## config.mk

```make
export PLATFORM = sky130hd
export DESIGN_NAME = iob_sync_assim_fifo_ctrl
export DESIGN_NICKNAME = d
export VERILOG_FILES = /design/src/rtl/iob_fifo_pkg.sv /design/src/rtl/iob_sync_assim_fifo_ctrl.sv
export SDC_FILE = /design/constraint.sdc
export NUM_CORES = 1
export LEC_CHECK = 0
export CAP_MARGIN = 20
export CORE_MARGIN = 4
export CORE_UTILIZATION = 26
export DETAILED_ROUTE_END_ITERATION = 7
export HOLD_SLACK_MARGIN = 0.05
export PLACE_DENSITY = 0.77
export SLEW_MARGIN = 20
export SYNTH_ARGS = -nofsm -noshare
export SYNTH_HDL_FRONTEND = slang
export SYNTH_SLANG_ARGS = --single-unit
```

## constraint.sdc

```tcl
create_clock -name clk -period 1.44 [get_ports clk]
set_input_delay 0.432 -clock clk [delete_from_list [all_inputs] [get_ports clk]]
set_output_delay 0.432 -clock clk [all_outputs]
set_load 0.1 [all_outputs]
```

## src/rtl/iob_fifo_pkg.sv

```systemverilog
// Shared helpers for the asymmetric-width FIFO family: width arithmetic,
// ratio derivation and an elaboration-time legality check.
package iob_fifo_pkg;

    function automatic int clog2(input int value);
        int r;
        r = 0;
        while ((1 << r) < value) begin
            r = r + 1;
        end
        return r;
    endfunction

    function automatic int min_w(input int a, input int b);
        return (a < b) ? a : b;
    endfunction

    function automatic int max_w(input int a, input int b);
        return (a > b) ? a : b;
    endfunction

    function automatic bit is_pow2(input int value);
        return (value > 0) && ((value & (value - 1)) == 0);
    endfunction

    // Narrow-unit count of one write word.
    function automatic int w_ratio(input int w_data_w, input int r_data_w);
        return w_data_w / min_w(w_data_w, r_data_w);
    endfunction

    // Narrow-unit count of one read word.
    function automatic int r_ratio(input int w_data_w, input int r_data_w);
        return r_data_w / min_w(w_data_w, r_data_w);
    endfunction

    // Widths must differ by an exact power of two.
    function automatic bit ratio_ok(input int w_data_w, input int r_data_w);
        int lo;
        int hi;
        lo = min_w(w_data_w, r_data_w);
        hi = max_w(w_data_w, r_data_w);
        if (lo <= 0) begin
            return 1'b0;
        end
        return ((hi % lo) == 0) && is_pow2(hi / lo);
    endfunction

endpackage

// Used as a generate item inside a module body; stops elaboration when the
// width ratio is not a power of two or the address space cannot hold one
// wide word.
`define IOB_FIFO_PARAM_CHECK(WW, RW, AW) \
    if (!iob_fifo_pkg::ratio_ok((WW), (RW)) || \
        ((AW) < iob_fifo_pkg::clog2(iob_fifo_pkg::max_w((WW), (RW)) / \
                                    iob_fifo_pkg::min_w((WW), (RW))))) begin : g_param_check \
        $error("iob_fifo: illegal width ratio or ADDR_W too small"); \
    end

```

## src/rtl/iob_sync_assim_fifo_ctrl.sv

```systemverilog
// Single-clock controller for a FIFO built on an asymmetric two-port RAM.
// Occupancy is kept in narrow (MIN_W) units so push and pop sides can move
// different amounts per transfer; the RAM provides the byte lane mapping.
module iob_sync_assim_fifo_ctrl
    import iob_fifo_pkg::*;
#(
    parameter int W_DATA_W = 32,
    parameter int R_DATA_W = 8,
    parameter int ADDR_W   = 4,
    parameter int W_ADDR_W = ADDR_W - clog2(w_ratio(W_DATA_W, R_DATA_W)),
    parameter int R_ADDR_W = ADDR_W - clog2(r_ratio(W_DATA_W, R_DATA_W))
) (
    input  logic                clk,
    input  logic                rst,
    input  logic                w_en,
    input  logic [W_DATA_W-1:0] w_data,
    output logic                w_full,
    input  logic                r_en,
    output logic [R_DATA_W-1:0] r_data,
    output logic                r_valid,
    output logic                r_empty,
    output logic [ADDR_W:0]     level,
    output logic                mem_w_en,
    output logic [W_ADDR_W-1:0] mem_w_addr,
    output logic [W_DATA_W-1:0] mem_w_data,
    output logic                mem_r_en,
    output logic [R_ADDR_W-1:0] mem_r_addr,
    input  logic [R_DATA_W-1:0] mem_r_data
);

    `IOB_FIFO_PARAM_CHECK(W_DATA_W, R_DATA_W, ADDR_W)

    localparam int W_RATIO = w_ratio(W_DATA_W, R_DATA_W);
    localparam int R_RATIO = r_ratio(W_DATA_W, R_DATA_W);
    localparam int DEPTH   = 1 << ADDR_W;

    localparam logic [ADDR_W:0] W_STEP   = (ADDR_W + 1)'(W_RATIO);
    localparam logic [ADDR_W:0] R_STEP   = (ADDR_W + 1)'(R_RATIO);
    localparam logic [ADDR_W:0] FULL_THR = (ADDR_W + 1)'(DEPTH - W_RATIO);

    logic [W_ADDR_W-1:0] w_ptr;
    logic [R_ADDR_W-1:0] r_ptr;
    logic [ADDR_W:0]     level_nxt;
    logic                w_ok;
    logic                r_ok;

    // Flags decode straight from the registered level so they can never lag it.
    assign w_full  = (level > FULL_THR);
    assign r_empty = (level < R_STEP);

    // Acceptance uses pre-edge flags only; reset holds both RAM enables low.
    assign w_ok = w_en & ~w_full & ~rst;
    assign r_ok = r_en & ~r_empty & ~rst;

    assign mem_w_en   = w_ok;
    assign mem_w_addr = w_ptr;
    assign mem_w_data = w_data;
    assign mem_r_en   = r_ok;
    assign mem_r_addr = r_ptr;

    // RAM output is already registered, so read data is a pass-through.
    assign r_data = mem_r_data;

    // Occupancy change for this cycle in narrow units.
    always_comb begin
        level_nxt = level;
        if (w_ok) begin
            level_nxt = level_nxt + W_STEP;
        end
        if (r_ok) begin
            level_nxt = level_nxt - R_STEP;
        end
    end

    // Write pointer advances one wide/narrow write word per accepted push.
    always_ff @(posedge clk or posedge rst) begin
        if (rst) begin
            w_ptr <= '0;
        end else if (w_ok) begin
            w_ptr <= w_ptr + W_ADDR_W'(1);
        end
    end

    // Read pointer advances one read word per accepted pop.
    always_ff @(posedge clk or posedge rst) begin
        if (rst) begin
            r_ptr <= '0;
        end else if (r_ok) begin
            r_ptr <= r_ptr + R_ADDR_W'(1);
        end
    end

    // Occupancy register and read-valid tracking the RAM's one-cycle latency.
    always_ff @(posedge clk or posedge rst) begin
        if (rst) begin
            level   <= '0;
            r_valid <= 1'b0;
        end else begin
            level   <= level_nxt;
            r_valid <= r_ok;
        end
    end

endmodule
```

Yosys cells after proc, flatten, opt, wreduce, memory -nomap -nowiden

Index checks and enable logic that the tools add are counted.

Add/sub/neg operators: 4
Magnitude comparators: 2
Multiplexer cells: 2
Bitwise operators: 7

Operators by type and width:

| kind                                                                  | count |
|---|---|
| 5-bit two-way mux                                                     | 2 |
| 5-bit by 3-bit adder with 5-bit output (second input constant)        | 1 |
| 5-bit by 4-bit > comparator with 1-bit output (second input constant) | 1 |
| 5-bit by 1-bit < comparator with 1-bit output (second input constant) | 1 |
| 5-bit by 1-bit subtractor with 5-bit output (second input constant)   | 1 |
| 4-bit by 1-bit adder with 4-bit output (second input constant)        | 1 |
| 1-bit AND                                                             | 4 |
| 1-bit NOT                                                             | 3 |
| 2-bit by 1-bit adder with 2-bit output (second input constant)        | 1 |

Register bits after elaboration: 12
Bits of input ports: 44
Output and inout bits: 56
Logic and storage cells: 19

Depth between registers and ports, before layout

Word-level depth: 7
Mapped depth: 6
Gate-level depth less buffers: 6

Least setup slack after synthesis

Ideal clock, no wire load.

Kind: register to register
Start point: register level[2]
End point: register w_ptr[1] (netlist: mem_w_addr[1])
Library setup time: 0.158 ns
Data arrival time: 2.412 ns
Data required time: 1.282 ns
Setup slack: -1.129 ns
Stages on the path, launching flop included: 6
Buffers on the path: 0
Clock period less this slack: 2.569 ns
Cells stage by stage: dfrtp_1 ha_1 nand2_1 a31oi_4 nand2_1 xnor2_1

Cells in the longest elaborated chain, start to end: 4

RTL lines:

| item                                          | RTL line                       | source |
|---|---|---|
| from (decl)                                   | iob_sync_assim_fifo_ctrl.sv:22 | `output logic [ADDR_W:0] level,` |
| from (signal assigned)                        | iob_sync_assim_fifo_ctrl.sv:99 | `level <= level_nxt;` |
| 5-bit by 4-bit > comparator with 1-bit output | iob_sync_assim_fifo_ctrl.sv:48 | `assign w_full = (level > FULL_THR);` |
| 1-bit NOT                                     | iob_sync_assim_fifo_ctrl.sv:52 | `assign w_ok = w_en & ~w_full & ~rst;` |
| 1-bit AND (2 in a row)                        | iob_sync_assim_fifo_ctrl.sv:52 |  |
| net mem_w_en                                  | iob_sync_assim_fifo_ctrl.sv:23 | `output logic mem_w_en,` |
| to (signal assigned)                          | iob_sync_assim_fifo_ctrl.sv:80 | `w_ptr <= w_ptr + W_ADDR_W'(1);` |
| to (decl)                                     | iob_sync_assim_fifo_ctrl.sv:41 | `logic [W_ADDR_W-1:0] w_ptr;` |

The timed path passes the listed nets, and every way through them passes these cells.
A chain may end at the register's enable or synchronous reset.

Worst setup path after layout

Start point: register level[4]
End point: output port mem_w_en

Cells in the longest elaborated chain, start to end: 4

RTL lines:

| item                                          | RTL line |
|---|---|
| 5-bit by 4-bit > comparator with 1-bit output | iob_sync_assim_fifo_ctrl.sv:48 |
| 1-bit NOT                                     | iob_sync_assim_fifo_ctrl.sv:52 |
| 1-bit AND (2 in a row)                        | iob_sync_assim_fifo_ctrl.sv:52 |
| to (decl)                                     | iob_sync_assim_fifo_ctrl.sv:23 |

Every way passes these cells.

==> summary.log <==
qor: outcome.outcome finished, violations left
qor: outcome.violations setup timing
qor: final_layout.fill_cells 346
qor: timing.grt_setup_unrepaired true
qor: routing.met2_length 1190 um
qor: routing.first_pass_iters 5
qor: clock_network.worst_setup_hold_path_clk_slew 0.06 ns
qor: synthesis.synthCells 104
qor: grt.grt_max_degree 13
qor: clock_network.master_cell_of_the_clock_root_buffer clkbuf_8
qor: final_layout.insertedDiodeCount 0
qor: placement.dp_wirelength 1490 um
qor: timing.min_period_over_period 137%
qor: final_layout.post_layout_instance_count_excluding_filler_cells 155
qor: timing.final-setup-viol-count 17
qor: power.leakage 0.632 nW
qor: routing.wl_per_cell 14.2 um
qor: routing.drc_errors 0
qor: timing.worst-slew-pin-transition 0.235 ns
qor: floorplan.fp.dieW 69.8 um
qor: timing.hold_viol_final 0
qor: synthesis.ys_seq_elements 12
qor: final_layout.final_nets 156
qor: power.power_switching_share 52.4%
qor: grt.grt_remaining_overflow 0
qor: grt.first_global_vias 751
qor: timing.max_clock_freq 0.509 GHz
qor: placement.place.port_buffers 19
qor: placement.numPlacedInstances 146
qor: synthesis.synth_enable_flop_cells 0
qor: final_layout.mostFrequentLayoutCells buf_12 (17), buf_4 (14), dfrtp_1 (7)
qor: floorplan.core-area 0.00366 mm^2
qor: clock_network.cts_buffers 3
qor: routing.ant_nets 0
qor: timing.setup-tns-final -3.23 ns
qor: critical_path.cp_data_arrival_time 1.53 ns
qor: run.drv_cap 0
qor: clock_network.clock_tree.htree_level_count 1
qor: min_path.timing.hold.worst.class in2async
qor: final_layout.syn_to_final_growth 48.3%
qor: power.power-per-cell-area 2990 mW/mm^2
qor: critical_path.crit_path_end_kind output pin
qor: critical_path.crit_path_max_fanout 2
qor: routing.detail_route.wirelength.met1 774 um
qor: critical_path.required 1.01 ns
qor: grt.track_usage 8.91%
qor: clock_network.clk_latency 0.24 ns
qor: power.combPwrFrac 76.2%
qor: power.vdd_drop_max 0.799 mV
qor: routing.drt_wl_total 2210 um
qor: placement.place.gp.congestion 0.751
qor: synthesis.ys.warnings.count 0
qor: timing.layout_min_cycle_time 1.97 ns
qor: power.seqPwrFrac 16.4%
qor: synthesis.ys_async_sr_fraction 100%
qor: critical_path.criticalPathCategory reg2out
qor: synthesis.syn_area 992 um^2
qor: timing.finalClockSkew 0.0101 ns
qor: power.power_report.internal_total 2.10 mW
qor: final_layout.final_common_cell buf_12
qor: synthesis.synth_top_flop_cell dfrtp_1
qor: power.power 4.41 mW
qor: timing.setup_ws -0.526 ns
qor: floorplan.die_h 69.8 um
qor: timing.slew_violations 0
qor: synthesis.syn_area_per_cell 9.54 um^2
qor: floorplan.fp-row-count 22
qor: floorplan.io-pin-count 100
qor: grt.grt_antenna_before_repair 0
qor: power.clock_power_share 7.4%
qor: floorplan.die-area 0.00487 mm^2
qor: routing.vias_per_cell 4.43
qor: clock_network.clock_tree_from_tritoncts yes
qor: grt.first_pass_grt_wire_length 3480 um
qor: routing.drt-initial-drc-count 60
qor: critical_path.start_kind flop
qor: clock_network.cts.path.max_buffers 2
qor: routing.num_vias 686
qor: routing.wl_met3 225 um
qor: clock_network.clock-sinks 12
qor: final_layout.drive_gt1_share 61.7%
qor: synthesis.ys_seq_area_share 30.3%
qor: floorplan.floorplan.initialDensity 27.1%
qor: routing.routed.top_layer met4
qor: timing.slew-limit-headroom 84.3%
qor: clock_network.post_cts_hold_buffer_count 0
qor: synthesis.synthesis.nets 152
qor: power.netSwitchingPower 2.31 mW
qor: synthesis.count_of_distinct_cell_types_in_the_synthesized_netlist 32
-- final cells by class --
type	instances	area (um^2)	area share, %
timing repair buffer	42	569	38.7
multi-input combinational	46	467	31.7
sequential	12	317	21.5
tap	48	60.1	4.08
clock buffer	4	45.0	3.06
inverter	3	13.8	0.935
-- logic make-up after synthesis --
group / count (synthesis) / share of synthesized area, %
multiplexers: 2 / 2.14
buffers and inverters: 46 / 33.8
XOR/XNOR: 8 / 7.82
AO/OA/AOI/OAI: 13 / 10.8
adder cells (fa/ha/maj): 4 / 5.04
flip-flops: 12 / 30.3
AND/OR/NAND/NOR: 19 / 10.1
-- cells in the mapped netlist, types with 2 or more instances --
cell | instances | area share [%]
o211ai_1 | 2 | 1.5
nand2_1 | 5 | 1.9
ha_1 | 4 | 5.0
buf_4 | 40 | 30
dfrtp_1 | 12 | 30
a31oi_1 | 2 | 1.3
o21ai_0 | 2 | 1.0
nand3_1 | 3 | 1.5
xnor2_1 | 5 | 4.4
nor2_1 | 4 | 1.5
inv_1 | 3 | 1.1
xor2_1 | 2 | 1.8
-- worst paths after layout --
| kind | slack (ns) | endpoint | cells past startpoint | from |
|---|---|---|---|---|
| worst max register to register | -0.18 | level[2] | 5 | level[4] |
| worst min-delay path | 0.23 | level[3] | 3 | rst |
| worst max-delay path | -0.53 | mem_w_en | 3 | level[4] |
| min in group clk | 0.53 | mem_w_addr[1] | 1 | mem_w_addr[1] |
| max in group asynchronous | 1.09 | level[0] | 3 | rst |
| worst min register to register | 0.53 | mem_w_addr[1] | 1 | mem_w_addr[1] |
-- power groups by stage --
stage	logic, mW	registers (mW)	clock network (mW)
floorplan	1.30	1.79	0
global placement	2.94	0.692	0
detailed placement	2.98	0.706	0
CTS	3.26	0.722	0.336
global route	3.48	0.748	0.354
finish	3.36	0.723	0.325
-- per-layer routing --
metal	vias up	GRT usage, %
met5	-	0
met2	34	14.9
met4	0	6.81
li1	311	-
met1	337	8.59
met3	4	3.77
-- worst max-delay path, stage by stage (launching register included) --
cell and delay [ns]:
dfrtp_4 0.48, or3b_4 0.40, a31oi_4 0.20, buf_12 0.20
-- metrics by stage --
| stage | setup WS, ns | hold slack (ns) | utilization [%] | cell area [um^2] |
|---|---|---|---|---|
| final | -0.526 | 0.228 | 40.2 | 1470 |
| after global routing | -0.549 | 0.247 | 40.2 | 1470 |
| after CTS | -0.542 | 0.394 | 39.1 | 1430 |
| after detailed placement | -0.725 | 0.522 | 34.4 | 1260 |
| after global placement | -0.714 | 0.520 | 34.4 | 1260 |
| after floorplan | -0.767 | 0.297 | - | 1070 |
-- flip-flops by register name (all words and copies together) (netlist names) --
name	flops
level	5
mem_w_addr	2
r_valid	1
mem_r_addr	4
-- repair_timing --
| item | CTS | global route |
|---|---|---|
| endpoints found under the setup margin | 20 | 18 |
| gates resized for setup | 29 | 10 |
| pin swaps | 7 | 6 |
| setup buffers | 5 | 6 |
| hold endpoints to repair | 0 | 0 |
Note: power is estimated with default switching activity, not from simulation.
